## config.mk

```make
export PLATFORM = sky130hd
export DESIGN_NAME = ps2_kb_rx
export DESIGN_NICKNAME = d
export VERILOG_FILES = /design/src/rtl/ps2_kb_rx.sv
export SDC_FILE = /design/constraint.sdc
export NUM_CORES = 1
export LEC_CHECK = 0
export ABC_AREA = 1
export BUFFER_PORTS_ARGS = -buffer_cell sky130_fd_sc_hd__buf_2
export CORE_UTILIZATION = 30
export DETAILED_ROUTE_END_ITERATION = 8
export SETUP_SLACK_MARGIN = 0.02
export SYNTH_ARGS = -nofsm -noshare
export SYNTH_HDL_FRONTEND = slang
export SYNTH_SLANG_ARGS = --single-unit
export TNS_END_PERCENT = 5
```

## constraint.sdc

```tcl
create_clock -name CLK -period 5.4 [get_ports CLK]
set_clock_uncertainty 0.15 [all_clocks]
set_input_delay 1.08 -clock CLK [delete_from_list [all_inputs] [get_ports CLK]]
set_output_delay 1.08 -clock CLK [all_outputs]
set_load 0.02 [all_outputs]
```

## src/rtl/ps2_kb_rx.sv

```systemverilog
// ps2_kb_rx: PS/2 keyboard receiver running entirely on the system clock.
// PS2_CLK/PS2_DAT are synchronized, and falling edges of the keyboard clock
// are detected and used to deframe 11-bit frames (start, 8 data LSB first,
// odd parity, stop). An inter-edge timeout aborts stalled frames. Good bytes
// feed an E0/F0 prefix decoder. Its make/break events go into a
// first-word-fall-through FIFO.
//
// Optional build macro PS2_KB_ASCII_EN: the decoder output is translated to
// ASCII, with shift tracking. Only mapped make events are queued. When the
// macro is undefined, every decoded event is queued raw with its ext/brk flags.
//
// Handshake: VALID means the FIFO holds at least one entry, and DATA_OUT,
// IS_BREAK and IS_EXT show that head entry. A cycle with RD_EN=1 and VALID=1
// pops the head on the next rising CLK. RD_EN while VALID=0 has no effect.
// The receiver has no backpressure: an event that arrives while the FIFO is
// full is dropped, and OVERFLOW is latched.

module ps2_kb_rx #(
  parameter int CLK_HZ      = 50000000,
  parameter int TIMEOUT_US  = 2000,
  parameter int FIFO_DEPTH  = 16,
  parameter int SYNC_STAGES = 2
) (
  input  logic       CLK,
  input  logic       RST,
  input  logic       PS2_CLK,
  input  logic       PS2_DAT,
  input  logic       RD_EN,
  output logic       VALID,
  output logic [7:0] DATA_OUT,
  output logic       IS_BREAK,
  output logic       IS_EXT,
  output logic       FULL,
  output logic       OVERFLOW,
  output logic       FRAME_ERR
);

  // Frame timeout in system clock cycles, plus the counter width.
  localparam int TIMEOUT_CYC = CLK_HZ / 1000000 * TIMEOUT_US;
  localparam int TW          = $clog2(TIMEOUT_CYC + 1);
  // FIFO pointer and occupancy widths.
  localparam int AW          = $clog2(FIFO_DEPTH);
  localparam int CW          = AW + 1;

  typedef enum logic [1:0] {
    RX_IDLE,
    RX_SHIFT,
    RX_PARITY,
    RX_STOP
  } rx_state_t;

  typedef enum logic [1:0] {
    DEC_BASE,
    DEC_GOT_E0,
    DEC_GOT_F0,
    DEC_GOT_E0F0
  } dec_state_t;

  // ---------------------------------------------------------------------
  // Input synchronizers and falling-edge detect
  // ---------------------------------------------------------------------
  logic [SYNC_STAGES-1:0] clk_sync;
  logic [SYNC_STAGES-1:0] dat_sync;
  logic                   clk_prev;
  logic                   clk_s;
  logic                   dat_s;
  logic                   fall;

  assign clk_s = clk_sync[SYNC_STAGES-1];
  assign dat_s = dat_sync[SYNC_STAGES-1];
  // A fall is a synchronized 1 -> 0 change between consecutive CLK cycles.
  assign fall  = clk_prev & ~clk_s;

  // Synchronizer chains idle high, which matches the PS/2 bus at rest.
  always_ff @(posedge CLK) begin
    if (RST) begin
      clk_sync <= '1;
      dat_sync <= '1;
      clk_prev <= 1'b1;
    end else begin
      clk_sync <= {clk_sync[SYNC_STAGES-2:0], PS2_CLK};
      dat_sync <= {dat_sync[SYNC_STAGES-2:0], PS2_DAT};
      clk_prev <= clk_s;
    end
  end

  // ---------------------------------------------------------------------
  // Frame receiver
  // ---------------------------------------------------------------------
  rx_state_t     rx_state;
  rx_state_t     rx_next;
  logic [7:0]    shreg;
  logic [2:0]    bitcnt;
  logic          par_ok;
  logic [TW-1:0] tcnt;
  logic          timeout;
  logic          rx_err;
  logic          byte_valid;

  // A fall resets the counter in the same cycle, so a fall always wins
  // over a timeout that would otherwise fire in that cycle.
  assign timeout = (rx_state != RX_IDLE) && !fall && (tcnt == TW'(TIMEOUT_CYC));

  // Receiver state register.
  always_ff @(posedge CLK) begin
    if (RST) rx_state <= RX_IDLE;
    else     rx_state <= rx_next;
  end

  // Receiver next state, byte delivery and error detection.
  always_comb begin
    rx_next    = rx_state;
    rx_err     = 1'b0;
    byte_valid = 1'b0;
    case (rx_state)
      RX_IDLE: begin
        if (fall) begin
          if (!dat_s) rx_next = RX_SHIFT;
          else        rx_err  = 1'b1;
        end
      end
      RX_SHIFT: begin
        if (fall && bitcnt == 3'd7) rx_next = RX_PARITY;
      end
      RX_PARITY: begin
        if (fall) rx_next = RX_STOP;
      end
      RX_STOP: begin
        if (fall) begin
          rx_next = RX_IDLE;
          if (dat_s && par_ok) byte_valid = 1'b1;
          else                 rx_err     = 1'b1;
        end
      end
      default: rx_next = RX_IDLE;
    endcase
    if (timeout) begin
      rx_next = RX_IDLE;
      rx_err  = 1'b1;
    end
  end

  // Shift register, bit counter, parity result and inter-edge timer.
  always_ff @(posedge CLK) begin
    if (RST) begin
      shreg  <= '0;
      bitcnt <= '0;
      par_ok <= 1'b0;
      tcnt   <= '0;
    end else begin
      if (rx_state == RX_IDLE || fall) tcnt <= '0;
      else if (tcnt != TW'(TIMEOUT_CYC)) tcnt <= tcnt + TW'(1);
      if (fall) begin
        case (rx_state)
          RX_IDLE:   bitcnt <= '0;
          RX_SHIFT: begin
            shreg  <= {dat_s, shreg[7:1]};
            bitcnt <= bitcnt + 3'd1;
          end
          // Odd parity: data plus parity bit must have an odd number of ones.
          RX_PARITY: par_ok <= ^{shreg, dat_s};
          default: ;
        endcase
      end
    end
  end

  // FRAME_ERR is registered so that it is a clean single-cycle pulse.
  always_ff @(posedge CLK) begin
    if (RST) FRAME_ERR <= 1'b0;
    else     FRAME_ERR <= rx_err;
  end

  // ---------------------------------------------------------------------
  // E0/F0 prefix decoder
  // ---------------------------------------------------------------------
  dec_state_t dec_state;
  dec_state_t dec_next;
  logic       ev_valid;
  logic       ev_ext;
  logic       ev_brk;
  logic [7:0] ev_code;

  assign ev_code = shreg;

  // Decoder state register. Frame errors leave it untouched.
  always_ff @(posedge CLK) begin
    if (RST) dec_state <= DEC_BASE;
    else     dec_state <= dec_next;
  end

  // Decoder next state and event emission on each good byte.
  always_comb begin
    dec_next = dec_state;
    ev_valid = 1'b0;
    ev_ext   = 1'b0;
    ev_brk   = 1'b0;
    if (byte_valid) begin
      case (dec_state)
        DEC_BASE: begin
          if (ev_code == 8'hE0)      dec_next = DEC_GOT_E0;
          else if (ev_code == 8'hF0) dec_next = DEC_GOT_F0;
          else                       ev_valid = 1'b1;
        end
        DEC_GOT_E0: begin
          // A repeated E0 is not a prefix here; it is emitted as a code.
          if (ev_code == 8'hF0) begin
            dec_next = DEC_GOT_E0F0;
          end else begin
            ev_valid = 1'b1;
            ev_ext   = 1'b1;
            dec_next = DEC_BASE;
          end
        end
        DEC_GOT_F0: begin
          ev_valid = 1'b1;
          ev_brk   = 1'b1;
          dec_next = DEC_BASE;
        end
        DEC_GOT_E0F0: begin
          ev_valid = 1'b1;
          ev_ext   = 1'b1;
          ev_brk   = 1'b1;
          dec_next = DEC_BASE;
        end
        default: dec_next = DEC_BASE;
      endcase
    end
  end

  // ---------------------------------------------------------------------
  // Event to FIFO entry
  // ---------------------------------------------------------------------
  logic       push;
  logic [9:0] push_data;

`ifdef PS2_KB_ASCII_EN
  logic       lshift_held;
  logic       rshift_held;
  logic [9:0] map_res;

  // Returns {mapped, is_letter, lower-case ASCII} for a set-2 scancode.
  function automatic logic [9:0] map_key(input logic [7:0] sc);
    logic [9:0] r;
    r = '0;
    case (sc)
      8'h1C: r = {2'b11, 8'h61}; 8'h32: r = {2'b11, 8'h62};
      8'h21: r = {2'b11, 8'h63}; 8'h23: r = {2'b11, 8'h64};
      8'h24: r = {2'b11, 8'h65}; 8'h2B: r = {2'b11, 8'h66};
      8'h34: r = {2'b11, 8'h67}; 8'h33: r = {2'b11, 8'h68};
      8'h43: r = {2'b11, 8'h69}; 8'h3B: r = {2'b11, 8'h6A};
      8'h42: r = {2'b11, 8'h6B}; 8'h4B: r = {2'b11, 8'h6C};
      8'h3A: r = {2'b11, 8'h6D}; 8'h31: r = {2'b11, 8'h6E};
      8'h44: r = {2'b11, 8'h6F}; 8'h4D: r = {2'b11, 8'h70};
      8'h15: r = {2'b11, 8'h71}; 8'h2D: r = {2'b11, 8'h72};
      8'h1B: r = {2'b11, 8'h73}; 8'h2C: r = {2'b11, 8'h74};
      8'h3C: r = {2'b11, 8'h75}; 8'h2A: r = {2'b11, 8'h76};
      8'h1D: r = {2'b11, 8'h77}; 8'h22: r = {2'b11, 8'h78};
      8'h35: r = {2'b11, 8'h79}; 8'h1A: r = {2'b11, 8'h7A};
      8'h45: r = {2'b10, 8'h30}; 8'h16: r = {2'b10, 8'h31};
      8'h1E: r = {2'b10, 8'h32}; 8'h26: r = {2'b10, 8'h33};
      8'h25: r = {2'b10, 8'h34}; 8'h2E: r = {2'b10, 8'h35};
      8'h36: r = {2'b10, 8'h36}; 8'h3D: r = {2'b10, 8'h37};
      8'h3E: r = {2'b10, 8'h38}; 8'h46: r = {2'b10, 8'h39};
      8'h5A: r = {2'b10, 8'h0A}; 8'h29: r = {2'b10, 8'h20};
      8'h66: r = {2'b10, 8'h08};
      default: r = '0;
    endcase
    return r;
  endfunction

  // Left (12) and right (59) shift are tracked separately; either one
  // held selects upper-case letters.
  always_ff @(posedge CLK) begin
    if (RST) begin
      lshift_held <= 1'b0;
      rshift_held <= 1'b0;
    end else if (ev_valid && !ev_ext) begin
      if (ev_code == 8'h12) lshift_held <= !ev_brk;
      if (ev_code == 8'h59) rshift_held <= !ev_brk;
    end
  end

  // Only non-extended makes of mapped keys produce an ASCII entry.
  always_comb begin
    map_res   = map_key(ev_code);
    push      = ev_valid && !ev_ext && !ev_brk && map_res[9];
    push_data = {2'b00, map_res[7:0]};
    if (map_res[8] && (lshift_held || rshift_held))
      push_data = {2'b00, map_res[7:0] - 8'h20};
  end
`else
  // Raw mode: every decoded event is queued with its flags.
  always_comb begin
    push      = ev_valid;
    push_data = {ev_ext, ev_brk, ev_code};
  end
`endif

  // ---------------------------------------------------------------------
  // First-word-fall-through event FIFO
  // ---------------------------------------------------------------------
  logic [9:0]    mem [FIFO_DEPTH];
  logic [AW-1:0] wptr;
  logic [AW-1:0] rptr;
  logic [CW-1:0] cnt;
  logic [9:0]    hold;
  logic [9:0]    head;
  logic          pop;
  logic          push_ok;

  assign VALID    = (cnt != '0);
  assign FULL     = (cnt == CW'(FIFO_DEPTH));
  assign pop      = RD_EN && VALID;
  // A pop in the same cycle frees a slot, so a push while full still fits.
  assign push_ok  = push && (!FULL || pop);
  // When empty, the outputs keep showing the entry popped last.
  assign head     = VALID ? mem[rptr] : hold;
  assign DATA_OUT = head[7:0];
  assign IS_BREAK = head[8];
  assign IS_EXT   = head[9];

  // Storage array write port.
  always_ff @(posedge CLK) begin
    if (push_ok) mem[wptr] <= push_data;
  end

  // Pointers, occupancy, last-popped holding register and sticky overflow.
  always_ff @(posedge CLK) begin
    if (RST) begin
      wptr     <= '0;
      rptr     <= '0;
      cnt      <= '0;
      hold     <= '0;
      OVERFLOW <= 1'b0;
    end else begin
      if (push_ok) wptr <= wptr + AW'(1);
      if (pop) begin
        rptr <= rptr + AW'(1);
        hold <= mem[rptr];
      end
      case ({push_ok, pop})
        2'b10:   cnt <= cnt + CW'(1);
        2'b01:   cnt <= cnt - CW'(1);
        default: cnt <= cnt;
      endcase
      if (push && !push_ok) OVERFLOW <= 1'b1;
    end
  end

endmodule

```

==> impl_results.md, run 1 <==
* Status: finished clean
* Yosys warns at 0
* Layout filler cell count at 3,339
* Share of cells above drive strength 1 at 9.64%
* RSZ-0062 raised after global routing: false
* Clk slew on worst S/H paths at 0.06 ns
* Number of distinct library cells after synthesis at 38
* GPL Wtd Cong at 0.815
* ANT cells at 0
* Vias at 6,674
* Syn Area/Cell at 10.0 um2
* Setup_tns at 0 ns
* Post-Syn Nets at 1,015
* Min cycle time layout at 4.19 ns
* Hold Path Class: register to register
* Synthesized area at 9930 um2
* Post-DP HPWL at 13.2 mm
* Initial drt markers at 428
* Wire per inst at 14.5 um
* Commonest non-fill, non-tap cell in the layout: edfxtp_1
* Top Ports at 19
* Row count at 66
* Via density at 4.57
* Initial antenna violation count at 0
* # clock sinks at 227
* CTS Buffer Depth at 3
* Critical path startpoint category: register
* FF+latch count, synth at 227
* CP delay by family, top: flip-flops
* Number of global-route vias before repair at 6,228
* Reg-to-Reg Start: ev_code[3]$_SDFFE_PP0P_
* FF/Latch Area at 6150 um2
* Max Fclk at 0.239 GHz
* WL final at 21.1 mm
* Critical path required time at 4.17 ns
* CTS tree: done
* GRT Overall Usage at 12.7%
* Worst setup path class: register to primary output
* Drt drc at 0
* Post-route ant nets at 0
* Area Overhead vs Synth at 14.0%
* CP arrival at 2.96 ns
* First-pass GRT wire length at 33.8 mm
* Leak at 4.15 nW
* Final setup fails at 0
* CTS Hold Bufs at 0
* IO Port Bufs at 18
* Cells after synthesis at 993
* Die area at 33,800 um2
* Crit-path slowest cell: dfxtp_4
* Crit path largest cell delay at 1.11 ns
* Chain of cells forming the critical path: buf_4, a21oi_1, o21ai_0, nand3_1, nand3_1, nand2_1, nand2_1, o21ai_0, buf_2
* Max-Cap Viols at 0
* Setup bufs post-CTS at 0
* Worst hold start: dat_sync[0]$_SDFF_PP1_
* Critical Path Sink Type: primary output
* Initial Utilization at 30.5%
* Nets at 1,021
* Final critical-path share of the clock period at 77.6%
* Chip Height at 184 um
* Max Fanout on Critical Path at 127
* Core Util, Final at 34.8%
* H-tree levels at 1
* Multi-input combinational cell area at 2990 um2
* Crit path buffers/inverters at 2
* DRT Pass-1 Iters at 5
* Power per cell area at 410 nW/um2
* Post-CTS Resized at 0
* Hold Path Depth at 1
* Post-synthesis sequential area ratio at 61.9%
* Final hold violations at 0
* Max-slew headroom at 18.9%
* Worst r2r path cells at 8
* Critical R2R Capture: mem[6][9]$_DFFE_PP_
* Most frequent cells in the layout: edfxtp_1, inv_1, nand2_1, a21oi_1, nand3_1
* Worst Hold End: dat_sync[1]$_SDFF_PP1_
* Final Max Tran Viols at 0
* Total CTS buffers at 24
* Core area at 32,500 um2
* Largest net degree at the start of global routing at 128
* Worst-Skew Late Latency at 0.52 ns
* Flop-to-flop setup slack at 2.09 ns
* Root Driver: clkbuf_16
* Die width at 184 um
* Global route total overflow at 0
* Least-Margin Pin Slew at 1.22 ns
* Total Power at 4.65 mW
* Maximum vdd drop at 0.465 mV
[how the worst max path moves through the flow]
stage / startpoint / endpoint / slack [ns] / depth (start not counted)
after global routing: register / DATA_OUT[4] / 0.91 / 9
final: register / DATA_OUT[4] / 1.21 / 9
after floorplan: RD_EN / cnt[4]$_SDFFE_PP0P_ / 2.71 / 13
after CTS: register / IS_BREAK / 1.18 / 8
after detailed placement: register / IS_BREAK / 1.73 / 8
after global placement: register / IS_BREAK / 1.74 / 8
[flip-flops by register name (all words and copies together) (netlist names), named ones only]
name	count
FRAME_ERR	1
ev_code	8
wptr	4
OVERFLOW	1
rx_state	2
dec_state	2
clk_sync	2
cnt	5
rptr	4
hold	10
mem	160
dat_sync	2
clk_prev	1
bitcnt	3
tcnt	17
par_ok	1
[per-stage QoR]
step / hold slack, ns / worst slack (ns) / instance area, um2 / cells
after floorplan: 0.239 / 2.71 / 9930 / 993
after global placement: 0.242 / 1.74 / 10400 / 1415
after detailed placement: 0.248 / 1.73 / 10400 / 1415
after CTS: 0.262 / 1.18 / 11300 / 1459
after global routing: 0.266 / 0.912 / 11300 / 1459
final: 0.258 / 1.21 / 11300 / 1459
[cell families after synthesis]
group                      synth area share [%]
AOI/OAI and AO/OA                          12.7
xor gates and xnor gates                  0.617
adders and majority gates                  2.22
buffers and inverters                      8.05
DFF                                        61.9
and+or+nand+nor                            14.6
[synth_stat cells]
cell type	number	area share [%]
clkbuf_1	22	0.83
inv_2	6	0.23
or2_0	2	0.13
nand3_1	80	4.0
inv_1	155	5.9
clkinv_1	1	0.038
o31ai_1	1	0.076
o21ai_1	14	0.71
dfxtp_1	67	14
o211ai_1	41	3.1
nor2_1	44	1.7
nand2_1	142	5.4
nand4_1	7	0.44
nor4_4	1	0.21
nor3_1	4	0.20
nor4_1	3	0.19
or2_2	6	0.38
buf_6	1	0.11
o2111ai_1	2	0.18
edfxtp_1	160	48
nor2_4	3	0.34
buf_2	17	0.86
nor2_2	3	0.19
nand3_4	1	0.18
nand4_2	2	0.25
nand3_2	4	0.40
xnor2_1	2	0.18
o21ai_0	75	3.8
nand2_2	5	0.31
fa_1	1	0.20
xor2_1	5	0.44
clkbuf_2	1	0.050
ha_1	16	2.0
a21oi_1	94	4.7
buf_1	2	0.076
a21oi_2	1	0.088
nand2_4	1	0.11
nor3_4	1	0.16
[report_power, final]
group / switching [mW] / internal [mW]
registers: 0.125 / 1.88
logic: 0.517 / 0.276
clock network: 0.671 / 1.17
total: 1.31 / 3.33
[area by class of cell]
type                       instances  area share (%)
tap                              442            4.88
sequential                       227            54.3
multi-input combinational        561            26.4
inverter                         162            5.37
clock inverter                    13            1.93
timing repair buffer              23            1.13
clock buffer                      31            5.99
[routing by layer]
metal	wire length, um	vias up	track usage [%]
li1	-	3400	-
met1	9860	3121	17.5
met2	9890	124	21.0
met3	1010	29	1.76
met4	349	0	2.53
met5	0	-	0
[worst reg2reg max path, delay by kind of cell, from the launching register on]
kind / cells / cell delay, ns
AND/OR/NAND/NOR: 7 / 1.65
buffers and inverters: 1 / 0.15
flip-flops: 1 / 0.99
Note: power is estimated with default switching activity, not from simulation.
==> inputs of run 2 (changes only) <==
- clock period: 5.4 -> 4.23 ns (I/O delays scaled with it)
==> run 2 against run 1 <==
Against the previous run:
- via count is 1.6% higher
- final cell count increased by 0.75%
- largest power group unchanged
- clock power is 12% higher
- global-route usage is essentially flat
- setup slack got worse by 0.52 ns
- design area fell by 0.24%
- utilization shrank 0.085 points
- register-to-register slack got worse by 1.0 ns
- non-clock buffer count grew 9
- worst hold slack is essentially flat
- total power is 22% higher
- sequential power is 23% higher
==> impl_results.md, run 2 (synthesis gave the netlist of run 1 again) <==
* Status: finished clean
* Post-DP HPWL at 13.9 mm (+4.6%)
* Initial antenna violation count at 0 (unchanged)
* # clock sinks at 227 (unchanged)
* Max FFs per register at 160 (unchanged)
* Max-slew headroom at 33.5% (+15 points)
* Critical path required time at 3.23 ns (-0.94 ns)
* WL final at 21.3 mm (+1.0%)
* CP delay by family, top: buffers and inverters
* Chain of cells forming the critical path: buf_4, o211ai_1, nand3_1, nand3_1, nand2_1, nand2_1, o21ai_0, buf_2
* GPL Wtd Cong at 0.836 (+2.7%)
* Vias at 6,784 (+1.6%)
* Via density at 4.61 (+0.89%)
* Setup bufs post-CTS at 0 (unchanged)
* CTS Hold Bufs at 0 (unchanged)
* Crit path buffers/inverters at 2 (unchanged)
* Row count at 66 (unchanged)
* Chip Height at 184 um (unchanged)
* Core Util, Final at 34.7% (-0.085 points)
* Top Ports at 19 (unchanged)
* Final setup fails at 0 (unchanged)
* Share of cells above drive strength 1 at 10.2% (+0.58 points)
* Worst setup path class: register to primary output
* CP arrival at 2.54 ns (-0.42 ns)
* Worst hold slack at 0.259 ns (+0.000494 ns)
* Core area at 32,500 um2 (unchanged)
* Largest net degree at the start of global routing at 53 (-59%)
* Global route total overflow at 0 (unchanged)
* Post-route ant nets at 0 (unchanged)
* Drt drc at 0 (unchanged)
* Placed Area at 10,500 um2 (+0.79%)
* Min cycle time layout at 3.54 ns
* Initial drt markers at 498 (+16%)
* CP Depth at 8 (-1)
* Initial Utilization at 30.5% (unchanged)
* Power per cell area at 503 nW/um2 (+23%)
* Flop-to-flop setup slack at 1.05 ns (-1.04 ns)
* IO Port Bufs at 18 (unchanged)
* Crit path largest cell delay at 0.52 ns (-0.59 ns)
* CTS Buffer Depth at 3 (unchanged)
* GRT Overall Usage at 12.7% (+0.038 points)
* Die width at 184 um (unchanged)
* Critical path startpoint category: register
* Area Overhead vs Synth at 13.7%
* DRT Pass-1 Iters at 5 (unchanged)
* Worst-Skew Late Latency at 0.52 ns (about the same)
* Setup_tns at 0 ns (unchanged)
* H-tree levels at 1 (unchanged)
* Leak at 4.14 nW (about the same)
* Die area at 33,800 um2 (unchanged)
* Root Driver: clkbuf_16
* Largest registers: mem: 160 flops, tcnt: 17 flops, hold: 10 flops
* Max Fanout on Critical Path at 52 (-59%)
* Nets at 1,031 (+0.98%)
* RSZ-0062 raised after global routing: false
* Worst hold start: dat_sync[0]$_SDFF_PP1_
* Worst r2r path cells at 8 (unchanged)
* Final hold violations at 0 (unchanged)
* Total CTS buffers at 25 (+4.2%)
* Post-CTS Resized at 0 (unchanged)
* Least-Margin Pin Slew at 0.994 ns (-0.223 ns)
* Fin area at 11,300 um2 (-0.24%)
* First-pass GRT wire length at 33.8 mm (about the same)
* Max Fclk at 0.282 GHz
* Crit-path slowest cell: dfxtp_4
* Hold Path Depth at 1 (unchanged)
* ANT cells at 0 (unchanged)
* Reg with most FFs: mem
* Final critical-path share of the clock period at 83.7%
* Maximum vdd drop at 0.268 mV (-42%)
* Commonest non-fill, non-tap cell in the layout: edfxtp_1
* Reg-to-Reg Start: cnt[0]$_SDFFE_PP0P_
* Critical Path Sink Type: primary output
* Most frequent cells in the layout: edfxtp_1, inv_1, nand2_1, a21oi_1, nand3_1
* Wire per inst at 14.5 um (+0.27%)
* Clk slew on worst S/H paths at 0.06 ns (about the same)
* Hold Path Class: register to register
* Number of global-route vias before repair at 6,447 (+3.5%)
* Final Max Tran Viols at 0 (unchanged)
* Max-Cap Viols at 0 (unchanged)
* CTS tree: done
==> run 2: cell type report <==
cell class | instances | area, um2
clock inverter | 6 | 63.8
fill | 3323 | 21200
timing repair buffer | 32 | 208
clock buffer | 40 | 723
sequential | 227 | 6150
tap | 442 | 553
multi-input combinational | 561 | 2990
inverter | 162 | 608
==> run 2: worst paths after layout <==
path,to
worst max-delay path,DATA_OUT[4]
worst min-delay path,dat_sync[1]$_SDFF_PP1_
worst max register to register,mem[13][3]$_DFFE_PP_
worst min register to register,dat_sync[1]$_SDFF_PP1_
==> run 2: per-layer routing <==
layer  GRT usage, %  vias up  part of all wire (%)
li1               -     3414                     -
met1           17.0     3185                    46
met2           20.9      140                    47
met3           1.70       45                   3.7
met4           4.57        0                   3.4
met5              0        -                     0
==> run 2: stage by stage <==
| step | total power [mW] | instances | setup WS (ns) |
|---|---|---|---|
| 6_report | 5.69 | 1470 | 0.689 |
| 3_3_place_gp | 3.65 | 1424 | 1.09 |
| 3_5_place_dp | 3.66 | 1424 | 1.00 |
| 2_1_floorplan | 3.37 | 993 | 1.77 |
| 4_1_cts | 5.74 | 1470 | 0.676 |
| 5_1_grt | 5.96 | 1470 | 0.434 |
==> run 2: where the power goes <==
group	internal (mW)	switching [mW]	leakage, nW
Combinational	0.363	0.769	1.60
Clock	1.23	0.835	0.388
Sequential	2.41	0.0773	2.15
Total	4.00	1.68	4.14
==> inputs of run 3 (changes only) <==
- ABC_AREA: 1 -> 0
- clock period: 4.23 -> 2.85 ns (I/O delays scaled with it)
==> run 3 against run 2 <==
Against the previous run:
- the run now ends with negative setup slack left
- critical path depth is 1 lower
- count of clock-buffer cells in the layout down 12
- combinational power increased by 5%
- sequential cell count stayed put
- non-clock buffer count grew 42
- design area about the same
- critical endpoint is now DATA_OUT[7]
- synthesized cell count decreased by 38%
- die area shrank 6.1%
- first-iteration DRC count is 14% lower
- clock power increased by 46%
==> impl_results.md, run 3 <==
* Least-Margin Pin Slew at 0.711 ns (-0.284 ns)
* CTS Buffer Depth at 3 (unchanged)
* Global route total overflow at 0 (unchanged)
* Maximum vdd drop at 0.460 mV (+71%)
* Worst setup path class: register to primary output
* Wire per inst at 17.2 um (+19%)
* Yosys top cell area share at 51.6% (+3.2 points)
* Top post-synthesis cells by count: edfxtp_1, dfxtp_1, nor2_1
* Max FFs per register at 160 (unchanged)
* Setup crit end: DATA_OUT[7]
* Critical path startpoint category: register
* Number of distinct library cells after synthesis at 57 (+50%)
* Power per cell area at 687 nW/um2 (+37%)
* Clock share of power at 38.8% (+2.4 points)
* RSZ-0062 raised after global routing: true
* ANT cells at 0 (unchanged)
* Number of synthesized flops with an enable pin at 160 (unchanged)
* Die area at 31,800 um2 (-6.1%)
* Max-Cap Viols at 0 (unchanged)
* Leak at 3.87 nW (-6.7%)
* Number of global-route vias before repair at 5,008 (-22%)
* CTS tree: done
* Largest net degree at the start of global routing at 49 (-7.5%)
* Vias at 5,161 (-24%)
* CTS Hold Bufs at 0 (unchanged)
* GPL Wtd Cong at 0.752 (-10%)
* Critical Path Sink Type: primary output
* Async SR Flop Fraction at 0% (unchanged)
* Share of power burned in registers at 45.8% (+2.1 points)
* H-tree levels at 1 (unchanged)
* Yosys warns at 0 (unchanged)
* Chip Height at 178 um (-3.1%)
* Top Ports at 19 (unchanged)
* Largest cells by area after synthesis: edfxtp_1, dfxtp_1, mux4_2, nor2_1, ha_1
* Net Sw Power at 1.80 mW (+7.0%)
* CP arrival at 2.43 ns (-0.11 ns)
* Cells after synthesis at 617 (-38%)
* Final critical-path share of the clock period at 111%
* Worst r2r path cells at 17 (+9)
* Flop-to-flop setup slack at -0.22 ns (-1.27 ns)
* Final hold violations at 0 (unchanged)
* Row count at 64 (-3.0%)
* Initial drt markers at 428 (-14%)
* Cell taking the most area after synthesis: edfxtp_1
* Max Fclk at 0.317 GHz
* Commonest non-fill, non-tap cell in the layout: edfxtp_1
* Sw Share at 23.2% (-6.4 points)
* Setup_tns at -3.06 ns (-3.06 ns)
* Synth Flop Type: edfxtp_1
* Setup WS post-layout at -0.302 ns (-0.991 ns)
* IO Port Bufs at 18 (unchanged)
* Max Fanout on Critical Path at 6 (-88%)
* Reg with most FFs: mem
* Initial Utilization at 30.4% (-0.074 points)
* Final setup fails at 11 (+11)
* Die width at 178 um (-3.1%)
* Comb power frac at 15.4% (-4.5 points)
* Failing checks: negative setup slack
* Post-synthesis sequential area ratio at 66.0% (+4.1 points)
* GRT Overall Usage at 12.3% (-0.40 points)
* Count leader, synth: edfxtp_1
* Initial antenna violation count at 0 (unchanged)
* Drt drc at 0 (unchanged)
* WL final at 19.0 mm (-11%)
* Placed Area at 10,100 um2 (-3.9%)
* Max-slew headroom at 52.4% (+19 points)
* Total CTS buffers at 23 (-8.0%)
* DRT Pass-1 Iters at 5 (unchanged)
* First-pass GRT wire length at 29.7 mm (-12%)
* Share of cells above drive strength 1 at 29.6% (+19 points)
* Via density at 4.68 (+1.5%)
* Final Max Tran Viols at 0 (unchanged)
* Syn Area/Cell at 15.1 um2 (+51%)
* Clk slew on worst S/H paths at 0.06 ns (about the same)
* Synthesized area at 9310 um2 (-6.2%)
* Min cycle time layout at 3.15 ns
* Nets at 711 (-31%)
* Critical path required time at 2.13 ns (-1.10 ns)
* Most frequent cells in the layout: edfxtp_1, dfxtp_1, nor2_1, nand2_1, mux4_2
* Worst hold slack at 0.106 ns (-0.153 ns)
* Post-DP HPWL at 11.8 mm (-15%)
* Area Overhead vs Synth at 21.3%
* Hold Path Class: primary input to register
* Post-Syn Nets at 639 (-37%)
* Layout filler cell count at 2,885 (-13%)
* Core area at 30,600 um2 (-6.0%)
* Status: complete, but fails checks
* # clock sinks at 227 (unchanged)
* P_int at 5.97 mW (+49%)
* Root Driver: clkbuf_16
* Worst-Skew Late Latency at 0.51 ns (about the same)
* Critical R2R Capture: hold[6]$_SDFFE_PP0P_
* FF+latch count, synth at 227 (unchanged)
* Largest registers: mem: 160 flops, tcnt: 17 flops, hold: 10 flops
* Post-route ant nets at 0 (unchanged)
* Fin area at 11,300 um2 (about the same)
## run 3: changes by cell type in the layout (fill, tap and decap cells not counted), sizes merged, moves of 15 or more
cell,change
inv,-151
mux4,+40
o211ai,-40
nand2,-104
nand3,-70
buf,+41
mux2i,+17
a22oi,+23
o21ai,-86
xnor2,+15
a21oi,-75
## run 3: what timing repair did
action	in CTS	in global routing
pin swaps	15	7
gates cloned	4	0
buffers inserted	15	1
gates resized for setup	35	15
setup endpoints to repair	11	13
## run 3: per-stage QoR
step,total power [mW],instances,util (%),setup WS (ns)
floorplan,4.29,617,-,-0.0353
global placement,4.53,1040,33.0,0.0759
detailed placement,4.53,1040,33.0,0.0477
CTS,7.81,1101,36.8,-0.341
global route,8.08,1102,36.9,-0.385
finish,7.77,1102,36.9,-0.302
## run 3: power by group through the flow
stage	Combinational (mW)	Clock, mW	Sequential [mW]
6_report	1.19	3.02	3.56
5_1_grt	1.28	3.24	3.56
4_1_cts	1.16	3.10	3.56
3_5_place_dp	0.902	0	3.63
3_3_place_gp	0.900	0	3.63
2_1_floorplan	0.673	0	3.62
## run 3: critical path, stage by stage (launching register included)
cell	delay, ns
dfxtp_4	0.38
buf_12	0.14
buf_16	0.14
mux4_2	0.56
a22oi_2	0.19
nand2_2	0.09
mux2_2	0.28
buf_6	0.13
## run 3: cell families after synthesis
family | after synthesis | synth area share (%)
flip-flops | 227 | 66.0
AND/OR/NAND/NOR | 180 | 9.65
multiplexers | 68 | 12.9
AO/OA/AOI/OAI | 57 | 4.30
buffers and inverters | 38 | 1.83
XOR/XNOR | 30 | 2.97
adder cells (fa/ha/maj) | 17 | 2.36
## run 3: per-layer routing
metal	up-vias	track usage [%]	wire, um
li1	2471	-	-
met1	2553	18.0	8390
met2	118	19.4	9060
met3	19	1.94	1220
met4	0	2.08	280
met5	-	0	0
## run 3: final cells by class
type                            instances  area [um2]  area share (%)
Sequential cell                       227        6150            54.4
Multi-Input combinational cell        352        3130            27.7
Timing Repair Buffer                   74         723            6.40
Clock buffer                           28         604            5.35
Tap cell                              396         495            4.38
Clock inverter                         14         158            1.40
Inverter                               11        41.3           0.365
## run 3: how the worst min path moves through the flow
stage / from / cells past startpoint / slack [ns] / endpoint
floorplan: clk_sync[0]$_SDFF_PP1_ / 1 / 0.24 / clk_sync[1]$_SDFF_PP1_
global placement: dat_sync[0]$_SDFF_PP1_ / 1 / 0.25 / dat_sync[1]$_SDFF_PP1_
detailed placement: dat_sync[0]$_SDFF_PP1_ / 1 / 0.25 / dat_sync[1]$_SDFF_PP1_
CTS: PS2_DAT / 2 / 0.09 / dat_sync[0]$_SDFF_PP1_
global route: PS2_DAT / 2 / 0.10 / dat_sync[0]$_SDFF_PP1_
finish: PS2_DAT / 2 / 0.11 / dat_sync[0]$_SDFF_PP1_
